`config.mk`:
```
export PLATFORM = sky130hd
export DESIGN_NAME = spi_master
export DESIGN_NICKNAME = d
export VERILOG_FILES = /design/src/rtl/spi_master.sv
export SDC_FILE = /design/constraint.sdc
export NUM_CORES = 1
export LEC_CHECK = 0
export ABC_AREA = 1
export BUFFER_PORTS_ARGS = -buffer_cell sky130_fd_sc_hd__buf_2
export CELL_PAD_IN_SITES_DETAIL_PLACEMENT = 0
export CELL_PAD_IN_SITES_GLOBAL_PLACEMENT = 1
export CORE_UTILIZATION = 44
export DETAILED_ROUTE_END_ITERATION = 8
export PLACE_DENSITY = 0.91
export SLEW_MARGIN = 20
export SYNTH_ARGS = -nofsm -noshare
export SYNTH_HDL_FRONTEND = slang
export SYNTH_SLANG_ARGS = --single-unit
export TNS_END_PERCENT = 20
```
`constraint.sdc`:
```
create_clock -name clk -period 5.27 [get_ports clk]
set_clock_uncertainty 0.15 [all_clocks]
set_input_delay 0.7905 -clock clk [delete_from_list [all_inputs] [get_ports clk]]
set_output_delay 0.7905 -clock clk [all_outputs]
set_load 0.03 [all_outputs]
```
`src/rtl/spi_master.sv`:
```
// Single-channel SPI master, mode 0, MSB first, 16-bit transactions with a 5-way slave select.
// Optional SPI_WRT_ERR_EN adds wrt_err, a pulse flagging a wrt request seen while busy.
module spi_master #(
   parameter int unsigned SCLK_DIV = 32
) (
   input  logic        clk,
   input  logic        rst_n,
   input  logic        wrt,
   input  logic [15:0] cmd,
   input  logic [2:0]  ss_sel,
   input  logic        MISO,
   output logic        SCLK,
   output logic        MOSI,
   output logic [4:0]  SS_n,
   output logic        done,
   output logic [7:0]  rd_data
`ifdef SPI_WRT_ERR_EN
   ,
   output logic        wrt_err
`endif
);

   localparam int unsigned H     = SCLK_DIV / 2;
   localparam int unsigned CNT_W = $clog2(SCLK_DIV);

   localparam logic [CNT_W-1:0] HALF_LAST = CNT_W'(H - 1);
   localparam logic [CNT_W-1:0] BIT_LAST  = CNT_W'(SCLK_DIV - 1);

   localparam logic [1:0] IDLE  = 2'd0;
   localparam logic [1:0] FRONT = 2'd1;
   localparam logic [1:0] XFER  = 2'd2;
   localparam logic [1:0] BACK  = 2'd3;

   localparam logic [2:0] SS_NONE    = 3'd0;
   localparam logic [2:0] SS_CH1     = 3'd1;
   localparam logic [2:0] SS_CH2     = 3'd2;
   localparam logic [2:0] SS_CH3     = 3'd3;
   localparam logic [2:0] SS_TRIGGER = 3'd4;
   localparam logic [2:0] SS_EEPROM  = 3'd5;

   logic [1:0]       state, state_nxt;
   logic [CNT_W-1:0] cnt, cnt_nxt;
   logic [3:0]       bit_cnt, bit_cnt_nxt;
   logic [15:0]      shreg, shreg_nxt;
   logic             miso_q, miso_q_nxt;
   logic             sclk_nxt, mosi_nxt, done_nxt;
   logic [4:0]       ss_n_nxt;
   logic [7:0]       rd_data_nxt;

   // Active-low one-hot select; unknown codes select nobody.
   function automatic logic [4:0] ss_decode(input logic [2:0] s);
      case (s)
         SS_NONE:    ss_decode = 5'b11111;
         SS_CH1:     ss_decode = 5'b11110;
         SS_CH2:     ss_decode = 5'b11101;
         SS_CH3:     ss_decode = 5'b11011;
         SS_TRIGGER: ss_decode = 5'b10111;
         SS_EEPROM:  ss_decode = 5'b01111;
         default:    ss_decode = 5'b11111;
      endcase
   endfunction

   always_ff @(posedge clk or negedge rst_n) begin
      if (!rst_n) begin
         state   <= IDLE;
         cnt     <= '0;
         bit_cnt <= '0;
         shreg   <= '0;
         miso_q  <= 1'b0;
         SCLK    <= 1'b0;
         MOSI    <= 1'b0;
         SS_n    <= 5'b11111;
         done    <= 1'b0;
         rd_data <= '0;
      end else begin
         state   <= state_nxt;
         cnt     <= cnt_nxt;
         bit_cnt <= bit_cnt_nxt;
         shreg   <= shreg_nxt;
         miso_q  <= miso_q_nxt;
         SCLK    <= sclk_nxt;
         MOSI    <= mosi_nxt;
         SS_n    <= ss_n_nxt;
         done    <= done_nxt;
         rd_data <= rd_data_nxt;
      end
   end

   // shreg[15] always holds the next bit to drive; MISO bits enter at the LSB on each fall.
   always_comb begin
      state_nxt   = state;
      cnt_nxt     = cnt;
      bit_cnt_nxt = bit_cnt;
      shreg_nxt   = shreg;
      miso_q_nxt  = miso_q;
      sclk_nxt    = SCLK;
      mosi_nxt    = MOSI;
      ss_n_nxt    = SS_n;
      done_nxt    = 1'b0;
      rd_data_nxt = rd_data;
      case (state)
         IDLE: begin
            if (wrt) begin
               state_nxt   = FRONT;
               cnt_nxt     = '0;
               bit_cnt_nxt = '0;
               shreg_nxt   = {cmd[14:0], 1'b0};
               mosi_nxt    = cmd[15];
               ss_n_nxt    = ss_decode(ss_sel);
            end
         end
         FRONT: begin
            if (cnt == HALF_LAST) begin
               state_nxt  = XFER;
               cnt_nxt    = '0;
               sclk_nxt   = 1'b1;
               miso_q_nxt = MISO;
            end else begin
               cnt_nxt = cnt + CNT_W'(1);
            end
         end
         XFER: begin
            if (cnt == HALF_LAST) begin
               sclk_nxt    = 1'b0;
               shreg_nxt   = {shreg[14:0], miso_q};
               bit_cnt_nxt = bit_cnt + 4'd1;
               if (bit_cnt != 4'd15) mosi_nxt = shreg[15];
               cnt_nxt     = cnt + CNT_W'(1);
            end else if (cnt == BIT_LAST) begin
               cnt_nxt = '0;
               // Bit counter wrapped on the 16th fall: the low half of the last bit just ended.
               if (bit_cnt == 4'd0) begin
                  state_nxt = BACK;
               end else begin
                  sclk_nxt   = 1'b1;
                  miso_q_nxt = MISO;
               end
            end else begin
               cnt_nxt = cnt + CNT_W'(1);
            end
         end
         BACK: begin
            if (cnt == HALF_LAST) begin
               state_nxt   = IDLE;
               cnt_nxt     = '0;
               ss_n_nxt    = 5'b11111;
               rd_data_nxt = shreg[7:0];
               done_nxt    = 1'b1;
            end else begin
               cnt_nxt = cnt + CNT_W'(1);
            end
         end
         default: state_nxt = IDLE;
      endcase
   end

`ifdef SPI_WRT_ERR_EN
   always_ff @(posedge clk or negedge rst_n) begin
      if (!rst_n) wrt_err <= 1'b0;
      else        wrt_err <= wrt && (state != IDLE);
   end
`endif

endmodule
```
Word-level counts from Yosys, hierarchy flattened --
Index checks and enable logic that the tools add are counted.
Word-level totals: bits in registers 44, output and inout bits 16, logic and storage cells 85
Operators by class: $add $sub $neg 2, equal/unequal tests 22, muxes and demuxes 38, reductions and logical operators 13
Operators by type and width (number):
- two-way mux 16 bit | 2
- case mux 16 bit (2 select lines) | 1
- two-way mux 5 bit | 6
- case mux 5 bit (5 select lines) | 1
- != test 2 bit (second input constant) | 9
- case mux 5 bit (3 select lines) | 1
- two-way mux 1 bit | 13
- two-way mux 2 bit | 6
- case mux 5 bit (2 select lines) | 1
- two-way mux 4 bit | 2
- case mux 2 bit (4 select lines) | 1
- case mux 4 bit (2 select lines) | 1
- AND reduction 4 bit | 2
- == test 3 x 2 -> 1 bit (second input constant) | 2
- == test 3 bit (second input constant) | 2
- != test 3 bit (second input constant) | 2
- case mux 1 bit (2 select lines) | 3
- AND reduction 3 bit | 2
- AND reduction 6 bit | 1
- nonzero test 2 bit | 3
- adder 5 x 1 -> 5 bit (second input constant) | 1
- == test 5 x 4 -> 1 bit (second input constant) | 1
- == test 5 bit (second input constant) | 1
- AND reduction 5 bit | 1
- 9 further kinds | 10

Logic depth before layout (Yosys ltp) --
Gate-level depths: netlist of run 1.
word-level depth 5, mapped depth 11, mapped depth without buffers 11

Worst setup path before layout of run 1 --
OpenSTA, ideal clock, no wires.
path kind input -> register, from input port ss_sel[1], to register SS_n[2], setup time 80 ps, arrival time 1543 ps, path slack 3497 ps, cell stages on the path 6, buffers on the path 0, cells stage by stage inv_1 > ha_1 > nor2_1 > nand2_1 > nor2_1 > a21boi_2
Between the ends: cells in the longest elaborated chain, start to end 4
RTL lines:
- start: declaration | RTL line 10 | input logic [2:0] ss_sel,
- == test 3 bit, or another cell as far along | RTL line 52 | case (s)
- case mux 5 bit (5 select lines) (*) | RTL line 52
- two-way mux 5 bit (*) | RTL line 103 | if (wrt) begin
- case mux 5 bit (2 select lines) (*) | RTL line 101 | case (state)
- end signal: assignment | RTL line 83 | SS_n <= ss_n_nxt;
- end: declaration | RTL line 14 | output logic [4:0] SS_n,
Every way passes the cells marked *; elsewhere a longest branch is shown, timed or not. The select of a mux whose other input is x is not followed. A chain may end at the register's enable or synchronous reset.

Worst setup path in the final report of run 1 --
from register state[0], to register MOSI
Between the ends: cells in the longest elaborated chain, start to end 3
RTL lines:
- start: declaration | RTL line 41 | logic [1:0] state, state_nxt;
- start signal: assignment | RTL line 76 | state <= state_nxt;
- == test 2 bit or logical NOT 2 bit (tied branches) | RTL line 101
- != test 2 bit (no line) or nonzero test 2 bit (tied branches)
- AND reduction 4 bit (no line)
- end signal: assignment | RTL line 82 | MOSI <= mosi_nxt;
- end: declaration | RTL line 13 | output logic MOSI,
Parallel ways exist; a longest one is shown, timed or not.

==> results of run 1 <==
==> metal layers <==
metal,track usage,up-vias,part of all wire
li1,-,993,-
met1,0.237,851,0.50
met2,0.251,39,0.46
met3,0.0402,2,0.038
met4,0.0503,0,0.0051
met5,0,-,0
==> worst min-delay path, stage by stage, from the launching register on <==
cell and delay (ps):
dfstp_2 370, nand2_1 50, nand2_1 50
==> how the worst max path moves through the flow <==
stage	end	cells after the start	slack, ps	from
finish	MOSI$_DFFE_PN0P_	8	2970	state[0]$_DFFE_PN0P_
global route	MOSI$_DFFE_PN0P_	8	2710	state[0]$_DFFE_PN0P_
CTS	MOSI$_DFFE_PN0P_	8	2970	state[0]$_DFFE_PN0P_
detailed placement	bit_cnt[0]$_DFFE_PN0P_	8	2980	state[0]$_DFFE_PN0P_
global placement	MOSI$_DFFE_PN0P_	8	3080	state[0]$_DFFE_PN0P_
floorplan	SS_n[2]$_DFFE_PN1P_	6	3500	ss_sel[1]
==> report_power, final <==
| group | switching [uW] | total [uW] | internal [uW] |
|---|---|---|---|
| Clock | 115 | 222 | 106 |
| Combinational | 354 | 521 | 167 |
| Sequential | 41.9 | 489 | 447 |
==> layout make-up <==
cell class / instances / area (um^2)
clock buffers: 6 / 82.6
flip-flops and latches: 44 / 1110
repair buffers: 38 / 190
inverters: 43 / 161
fillers: 519 / 2470
clock inverters: 2 / 15.0
multi-input cells: 198 / 1020
well taps: 70 / 87.6
==> state kept, by name (all words and copies together) (netlist names), 2 cells and up <==
name / flops
shreg: 16
rd_data: 8
SS_n: 5
cnt: 5
bit_cnt: 4
state: 2
==> metrics by stage <==
stage	instances	instance area, um^2	hold slack [ps]	total power, uW	setup slack (ps)
4_1_cts	401	2670	326	1250	2970
3_5_place_dp	393	2570	312	1020	2980
5_1_grt	401	2670	347	1350	2710
3_3_place_gp	393	2570	306	1010	3080
2_1_floorplan	293	2350	293	924	3500
6_report	401	2670	322	1230	2970
==> cells in the mapped netlist <==
cell       n
nor2_4     1
xor2_1     2
nor2_1    11
nand2_1   89
buf_4      2
nand2_4    2
nand3_2    1
buf_6      3
mux2i_1    1
inv_1     41
nor3_1     2
nand3_1   17
clkbuf_1   1
buf_2      2
nand4_1    3
nand2_2    1
dfstp_2    5
o21ai_1   13
a21oi_1    1
o211ai_1   1
dfrtp_1   39
o21ai_0   37
inv_2      2
or2_2      1
ha_1      13
a21boi_2   2
==> placed cells by master, fill, tap and decap left out <==
cell / instances
nand4_1: 3
clkbuf_8: 6
a21boi_2: 2
nand3_1: 17
dfrtp_1: 39
o21ai_1: 13
nand2_1: 89
o21ai_0: 37
clkinvlp_4: 2
o211ai_1: 1
nand2_4: 2
buf_2: 38
nor3_1: 2
ha_1: 13
nand2_2: 1
inv_2: 2
nor2_4: 1
a21oi_1: 1
xor2_1: 2
inv_1: 41
nand3_2: 1
dfstp_2: 5
nor2_1: 11
mux2i_1: 1
or2_2: 1
==> cell families (layout without fill, tap and decap cells) <==
kind of cell	after synthesis	count (layout)	share of synthesized area
flip-flops	44	44	0.471
buffers and inverters	51	89	0.0952
multiplexers	1	1	0.00426
adder cells (fa/ha/maj)	13	13	0.0692
AO/OA/AOI/OAI	54	54	0.121
XOR/XNOR	2	2	0.00745
AND/OR/NAND/NOR	128	128	0.232
==> impl_metrics.csv, run 1 <==
group,metric,value,unit
status,status,"complete, no violations",
worst_setup_path,cp_common_cell,"nand2_1",
floorplanning,core_area,5140,um^2
logic_synthesis,ys_warn_count,0,
worst_setup_path,r2r_end,"MOSI$_DFFE_PN0P_",
detailed_routing,drt_iter0_markers,88,
floorplanning,initial_core_util,0.458,
clock_tree,cts_tree,"yes",
hold_path,holdCritStartpoint,"SS_n[1]$_DFFE_PN1P_",
grt,grt_pass1_wl,7020,um
clock_tree,cts_root_buf,"clkbuf_8",
grt,grt_max_degree,45,
detailed_routing,dr.pass1.iters,4,
detailed_routing,vias,1885,
placement,routabilityCongestion,0.823,
sta,final_max_slew_viol_count,0,
hold_path,holdPathStages,2,
detailed_routing,post-route-drc-count,0,
sta,finalCritPeriodShare,0.436,
logic_synthesis,yosys.area.top_type,"dfrtp_1",
worst_setup_path,start_kind,"flip-flop",
sta,hold_violations,0,
grt,grt_pass1_vias,1574,
detailed_routing,viasPerCell,4.70,
sta,min_period,2300,ps
floorplanning,die-area,5640,um^2
worst_setup_path,crit_path_end_kind,"flip-flop",
worst_setup_path,cp_num_buf_inv,2,
sta,max_slew.worst_pin.slew,943,ps
power_and_ir_drop,leakage,0.00141,uW
hold_path,holdPathEnd,"SS_n[1]$_DFFE_PN1P_",
worst_setup_path,cpPeakStageDelay,410,ps
placement,dpl.hpwl,3110,um
clock_tree,clockBufferDepth,2,
logic_synthesis,synth_area,2350,um^2
logic_synthesis,synth_cells,293,
placement,numPortBuffers,38,
logic_synthesis,ys_ff_latch,44,
logic_synthesis,syn_nets,329,
floorplanning,fp.dieW,75.1,um
worst_setup_path,crit_arrival,2330,ps
floorplanning,num_io_pins,39,
power_and_ir_drop,power.density,462,nW/um^2
worst_setup_path,ff2ff_setup_slack,2970,ps
clock_tree,clock_latency,290,ps
clock_tree,cts_resized,0,
floorplanning,fp.dieH,75.1,um
worst_setup_path,r2r_start,"state[0]$_DFFE_PN0P_",
logic_synthesis,ys_top_cells_by_area,"dfrtp_1 41%, nand2_1 14%, o21ai_0 7.9%",
worst_setup_path,crit_chain,"inv_1 > ha_1 > inv_2 > nand3_1 > nand2_4 > nand2_1 > nand2_1 > o21ai_1",
grt,grt_antenna_before_repair,0,
worst_setup_path,crit_family,"simple AND/OR/NAND/NOR gates",
logic_synthesis,ys_types,26,
layout,nets,366,
grt,grtUsageTotal,0.166,
worst_setup_path,reg2reg_depth,8,
clock_tree,h-tree-depth,2,
clock_tree,postCtsSetupBuffers,0,
clock_tree,hold_buffers,0,
logic_synthesis,synthDominantCellAreaShare,0.415,
sta,max_freq,436,MHz
detailed_routing,drt-total-wl,4280,um
layout,drive_gt1_frac,0.184,
hold_path,hold_class,"flip-flop to flip-flop",
clock_tree,clock-sinks,44,
layout,diodes,0,
sta,relSlewSlack,0.371,
logic_synthesis,avgSynthCellArea,8.03,um^2
sta,finalSetupTns,0,ps
layout,utilization,0.519,
layout,area_delta_synth_final,13.3,%
logic_synthesis,ys_seq_area_frac,0.471,
flow_run,maxCapViolations,0,
sta,rsz0062_at_grt,"no",
worst_setup_path,worst_path_max_delay_cell,"dfrtp_1",
clock_tree,numCtsBuffers,5,
detailed_routing,drt.antenna.violating_nets,0,
worst_setup_path,cp.required,5310,ps
worst_setup_path,cp_max_fo,33,
sta,setup_violations,0,
power_and_ir_drop,irDropWorstVdd,0.252,mV
clock_tree,path_clk_slew,80,ps
detailed_routing,wl_per_cell,10.7,um
floorplanning,core.rowCount,26,
worst_setup_path,crit_type,"flip-flop to flip-flop",
grt,grt_remaining_overflow,0,
No activity file was read; power rests on OpenSTA's default activity.
==> run 2: changes to the inputs <==
- CORE_UTILIZATION: 44 -> 37
- PLACE_DENSITY: 0.91 -> 0.82
- clock period: 5.27 -> 2.1 ns (I/O delays scaled with it)
==> run 2 against run 1 <==
  * Combinational power increased to 2.7 times the previous value
  * Die area up 18%
  * Hold slack lost 220 ps
  * Count of clock-buffer cells in the layout rose by 1
  * Worst setup slack worse by 2800 ps
  * Register-to-register slack got worse by 2800 ps
  * Clock power rose to 2.5 times the previous value
==> impl_metrics.csv, run 2 (synthesized netlist as in run 1, its figures left out) <==
group,metric,value,unit
clock_tree,numCtsBuffers,5,
clock_tree,h-tree-depth,2,
layout,nets,372,
layout,most-common-layout-cells,"89 x nand2_1, 41 x inv_1, 39 x dfrtp_1",
clock_tree,cts_tree,"yes",
floorplanning,core.rowCount,28,
power_and_ir_drop,total_power,3170,uW
layout,final_common_cell,"nand2_1",
grt,grt_pass1_wl,7810,um
power_and_ir_drop,p_int,1870,uW
floorplanning,core_area,6030,um^2
detailed_routing,drt-total-wl,4520,um
sta,setup_violations,0,
worst_setup_path,cp.required,2140,ps
worst_setup_path,cpPeakStageDelay,410,ps
placement,place_area,2620,um^2
power_and_ir_drop,power.density,1160,nW/um^2
clock_tree,clock_latency,300,ps
detailed_routing,dr.pass1.iters,4,
layout,drive_gt1_frac,0.199,
worst_setup_path,crit_family,"adder cells",
power_and_ir_drop,pwr-share-comb,0.437,
sta,final_max_slew_viol_count,0,
grt,grtUsageTotal,0.153,
floorplanning,fp.dieH,81.7,um
clock_tree,clock-sinks,44,
worst_setup_path,worst_path_max_delay_cell,"dfrtp_1",
status,status,"complete, no violations",
sta,finalSetupTns,0,ps
layout,largest_reg_flops,16,
sta,relSlewSlack,0.707,
sta,max_slew.worst_pin.slew,439,ps
layout,largestRegisters,"shreg (16), rd_data (8)",
clock_tree,clockBufferDepth,2,
layout,area_delta_synth_final,16.5,%
worst_setup_path,cp_max_fo,18,
worst_setup_path,start_kind,"flip-flop",
hold_path,hold_class,"primary input to flip-flop",
clock_tree,path_clk_slew,80,ps
sta,min_period,1950,ps
worst_setup_path,crit_path_end_kind,"flip-flop",
grt,grt_antenna_before_repair,0,
floorplanning,fp.dieW,81.7,um
worst_setup_path,cp_num_buf_inv,3,
detailed_routing,viasPerCell,4.65,
floorplanning,die-area,6680,um^2
detailed_routing,vias,1916,
sta,finalCritPeriodShare,0.928,
detailed_routing,wl_per_cell,11.0,um
power_and_ir_drop,net-switching-power,1310,uW
placement,dpl.hpwl,3400,um
flow_run,maxCapViolations,0,
sta,max_freq,513,MHz
power_and_ir_drop,swShare,0.411,
grt,grt_remaining_overflow,0,
floorplanning,initial_core_util,0.390,
detailed_routing,post-route-drc-count,0,
detailed_routing,drt_iter0_markers,70,
grt,grt_pass1_vias,1764,
placement,numPortBuffers,38,
grt,grt_max_degree,30,
worst_setup_path,crit_chain,"ha_1 > nand3_1 > inv_1 > ha_1 > nand2_1 > inv_2 > nand2_4 > nand2_8 > buf_12 > nand2_1 > o21ai_1",
layout,diodes,0,
placement,routabilityCongestion,0.772,
layout,top_register,"shreg",
layout,num-fill-cells,632,
clock_tree,cts_root_buf,"clkbuf_8",
worst_setup_path,crit_arrival,1990,ps
sta,hold_violations,0,
sta,rsz0062_at_grt,"yes",
power_and_ir_drop,leakage,0.00145,uW
detailed_routing,drt.antenna.violating_nets,0,
layout,stdcell_area,2740,um^2
power_and_ir_drop,seqPwrFrac,0.387,
power_and_ir_drop,irDropWorstVdd,0.586,mV
power_and_ir_drop,pwr-share-clk,0.176,
floorplanning,num_io_pins,39,
worst_setup_path,crit_type,"flip-flop to flip-flop",
-- run 2: changes by cell type in the layout (fill, tap and decap cells not counted), sizes merged --
cell,previous run,this run
dlygate4sd3,0,1
clkbuf,6,7
buf,38,43
clkinvlp,2,1
-- run 2: per-stage QoR --
stage | std cells | setup WS, ps | hold WS, ps | utilization
CTS | 412 | 131 | 97.5 | 0.453
detailed placement | 403 | 138 | 147 | 0.435
global placement | 403 | 197 | 135 | 0.435
finish | 412 | 151 | 100 | 0.455
floorplan | 293 | 331 | -131 | -
global route | 412 | -8.50 | 113 | 0.455
-- run 2: worst reg2reg max path, delay by kind of cell, from the launching register on --
kind                       cells  cell delay [ps]
AOI/OAI and AO/OA              1               60
adders and majority gates      2              460
buffers and inverters          3              310
DFF                            1              410
and+or+nand+nor                5              470
-- run 2: final timing paths --
kind                                           from                    end  slack (ps)  depth (start not counted)
worst max-delay path             cnt[0]$_DFFE_PN0N_  shreg[14]$_DFFE_PN0P_         150                         11
worst min-delay path                           MISO     miso_q$_DFFE_PN0P_         100                          3
worst max register to register   cnt[0]$_DFFE_PN0N_  shreg[14]$_DFFE_PN0P_         150                         11
worst min register to register  SS_n[1]$_DFFE_PN1P_    SS_n[1]$_DFFE_PN1P_         320                          2
max in group asynchronous                     rst_n  shreg[13]$_DFFE_PN0P_         920                          3
min in group asynchronous                     rst_n       SCLK$_DFFE_PN0P_         330                          2
-- run 2: power groups by stage --
stage | clock, uW | combinational [uW] | sequential [uW]
3_5_place_dp | 0 | 1380 | 1240
3_3_place_gp | 0 | 1380 | 1240
6_report | 560 | 1390 | 1230
2_1_floorplan | 0 | 983 | 1330
4_1_cts | 578 | 1390 | 1230
5_1_grt | 608 | 1630 | 1260
-- run 2: metal layers --
metal / vias to the layer above / share of wire / track usage
met5: - / 0 / 0
met4: 0 / 0.014 / 0.0474
met3: 7 / 0.037 / 0.0422
met2: 29 / 0.43 / 0.239
met1: 868 / 0.52 / 0.205
li1: 1012 / - / -
-- run 2: timing repair --
| action | CTS | global route |
|---|---|---|
| setup endpoints to repair | 0 | 12 |
| resized for setup | 0 | 3 |
| endpoints found under the hold margin | 12 | 0 |
| hold buffers | 1 | 0 |
| setup buffers | 0 | 0 |
-- run 2: layout make-up --
cell class | instances | area [um^2] | share of cell area
well taps | 75 | 93.8 | 0.0342
multi-input cells | 198 | 1030 | 0.377
repair buffers | 44 | 250 | 0.0913
flip-flops and latches | 44 | 1110 | 0.404
clock buffers | 7 | 86.3 | 0.0315
clock inverters | 1 | 7.51 | 0.00274
inverters | 43 | 161 | 0.0589
==> run 3: changes to the inputs <==
- CORE_MARGIN: default -> 2
==> run 3 against run 2 <==
  * Utilization decreased by 1.3 points
  * Fmax decreased by 0.41%
  * Wire length about the same
  * Die area increased by 5.0%
  * Largest power group unchanged
  * Sequential power about the same
  * Worst setup slack got worse by 8.1 ps
  * Critical path depth unchanged
  * Largest cell class unchanged
  * Design area increased by 0.68%
  * Global-route usage decreased by 1.3 points
  * Sequential share of layout area decreased by 0.27 points
  * Count of clock-buffer cells in the layout decreased by 2
==> impl_metrics.csv, run 3 (synthesized netlist as in run 1, its figures left out) <==
group,metric,value,unit
layout,multiInputGateArea,1030,um^2
layout,area_delta_synth_final,17.3,%
flow_run,maxCapViolations,0,
clock_tree,cts_tree,"yes",
clock_tree,path_clk_slew,90,ps
sta,hold_violations,0,
grt,grt_remaining_overflow,0,
detailed_routing,drt.antenna.violating_nets,0,
grt,grtUsageTotal,0.140,
floorplanning,fp.dieH,83.7,um
clock_tree,h-tree-depth,2,
detailed_routing,dr.pass1.iters,4,
worst_setup_path,cp_max_fo,20,
placement,dpl.hpwl,3350,um
sta,finalSetupTns,0,ps
clock_tree,numCtsBuffers,5,
sta,relSlewSlack,0.645,
worst_setup_path,crit_path_end_kind,"flip-flop",
layout,most-common-layout-cells,"89 x nand2_1, 41 x inv_1, 39 x dfrtp_1",
detailed_routing,viasPerCell,4.52,
hold_path,hold_class,"primary input to flip-flop",
worst_setup_path,cp.required,2140,ps
clock_tree,clock_latency,300,ps
floorplanning,core_area,6240,um^2
detailed_routing,drt_iter0_markers,70,
placement,dpl.cell_count,405,
power_and_ir_drop,irDropWorstVdd,0.681,mV
sta,rsz0062_at_grt,"no",
layout,final_cells,414,
clock_tree,cts_root_buf,"clkbuf_8",
placement,numPortBuffers,38,
power_and_ir_drop,power.density,1190,nW/um^2
status,status,"complete, no violations",
grt,grt_pass1_wl,7950,um
grt,grt_max_degree,45,
floorplanning,core.rowCount,29,
detailed_routing,drt-total-wl,4530,um
clock_tree,clockBufferDepth,2,
layout,final_common_cell,"nand2_1",
sta,max_freq,511,MHz
floorplanning,die-area,7010,um^2
detailed_routing,post-route-drc-count,0,
layout,num-fill-cells,656,
clock_tree,clock-sinks,44,
detailed_routing,wl_per_cell,10.9,um
layout,diodes,0,
sta,whs,122,ps
floorplanning,initial_core_util,0.377,
worst_setup_path,crit_type,"flip-flop to flip-flop",
sta,final_max_slew_viol_count,0,
layout,drive_gt1_frac,0.196,
power_and_ir_drop,total_power,3280,uW
sta,min_period,1960,ps
sta,setup_violations,0,
power_and_ir_drop,leakage,0.00146,uW
layout,nets,372,
clock_tree,postCtsSetupBuffers,0,
worst_setup_path,start_kind,"flip-flop",
layout,top_register,"shreg",
floorplanning,fp.dieW,83.7,um
grt,grt_antenna_before_repair,0,
floorplanning,num_io_pins,39,
layout,seq_area,1110,um^2
worst_setup_path,crit_arrival,1990,ps
layout,largestRegisters,"shreg (16), rd_data (8)",
sta,max_slew.worst_pin.slew,532,ps
detailed_routing,vias,1873,
placement,routabilityCongestion,0.829,
layout,largest_reg_flops,16,
sta,finalCritPeriodShare,0.932,
grt,grt_pass1_vias,1793,
==> run 3: routing by layer <==
| layer | up-vias | GRT usage | share of wire |
|---|---|---|---|
| met5 | - | 0 | 0 |
| li1 | 1008 | - | - |
| met2 | 37 | 0.223 | 0.44 |
| met4 | 0 | 0.0484 | 0.015 |
| met3 | 6 | 0.0356 | 0.035 |
| met1 | 822 | 0.184 | 0.51 |
==> run 3: final timing paths <==
path | slack (ps) | cells after the start | to | start
max | 140 | 11 | shreg[8]$_DFFE_PN0P_ | cnt[0]$_DFFE_PN0N_
min | 120 | 3 | miso_q$_DFFE_PN0P_ | MISO
max reg2reg | 140 | 11 | shreg[8]$_DFFE_PN0P_ | cnt[0]$_DFFE_PN0N_
min reg2reg | 320 | 2 | SS_n[0]$_DFFE_PN1P_ | SS_n[0]$_DFFE_PN1P_
max in group asynchronous | 950 | 3 | SS_n[3]$_DFFE_PN1P_ | rst_n
min in group asynchronous | 470 | 3 | rd_data[5]$_DFFE_PN0P_ | rst_n
==> run 3: worst max-delay path, cell delays in order (launching register included) <==
cell	delay [ps]
dfrtp_1	400
ha_1	220
nand3_1	90
inv_1	70
ha_1	220
nand2_1	110
inv_2	80
nand2_4	110
nand2_8	110
buf_12	170
nand2_1	50
o21ai_1	60
==> run 3: area by class of cell <==
class | count | share of cell area
flip-flops and latches | 44 | 0.401
multi-input cells | 198 | 0.373
repair buffers | 44 | 0.0907
inverters | 43 | 0.0585
well taps | 77 | 0.0349
clock buffers | 5 | 0.0249
clock inverters | 3 | 0.0168
==> run 3: where the power goes <==
part           total, uW  internal, uW  switching [uW]
clock                664           358             306
combinational       1390           474             918
sequential          1220          1120             102
==> run 3: repair_timing <==
item | CTS | global route
endpoints found under the setup margin | 0 | 4
hold endpoints to repair | 39 | 0
gates resized for setup | 0 | 1
hold buffers | 1 | 0
==> run 3: metrics by stage <==
step	util	setup WS [ps]	cell area, um^2
2_1_floorplan	-	331	2350
3_3_place_gp	0.421	184	2630
3_5_place_dp	0.421	136	2630
4_1_cts	0.441	119	2750
5_1_grt	0.442	27.5	2760
6_report	0.442	143	2760
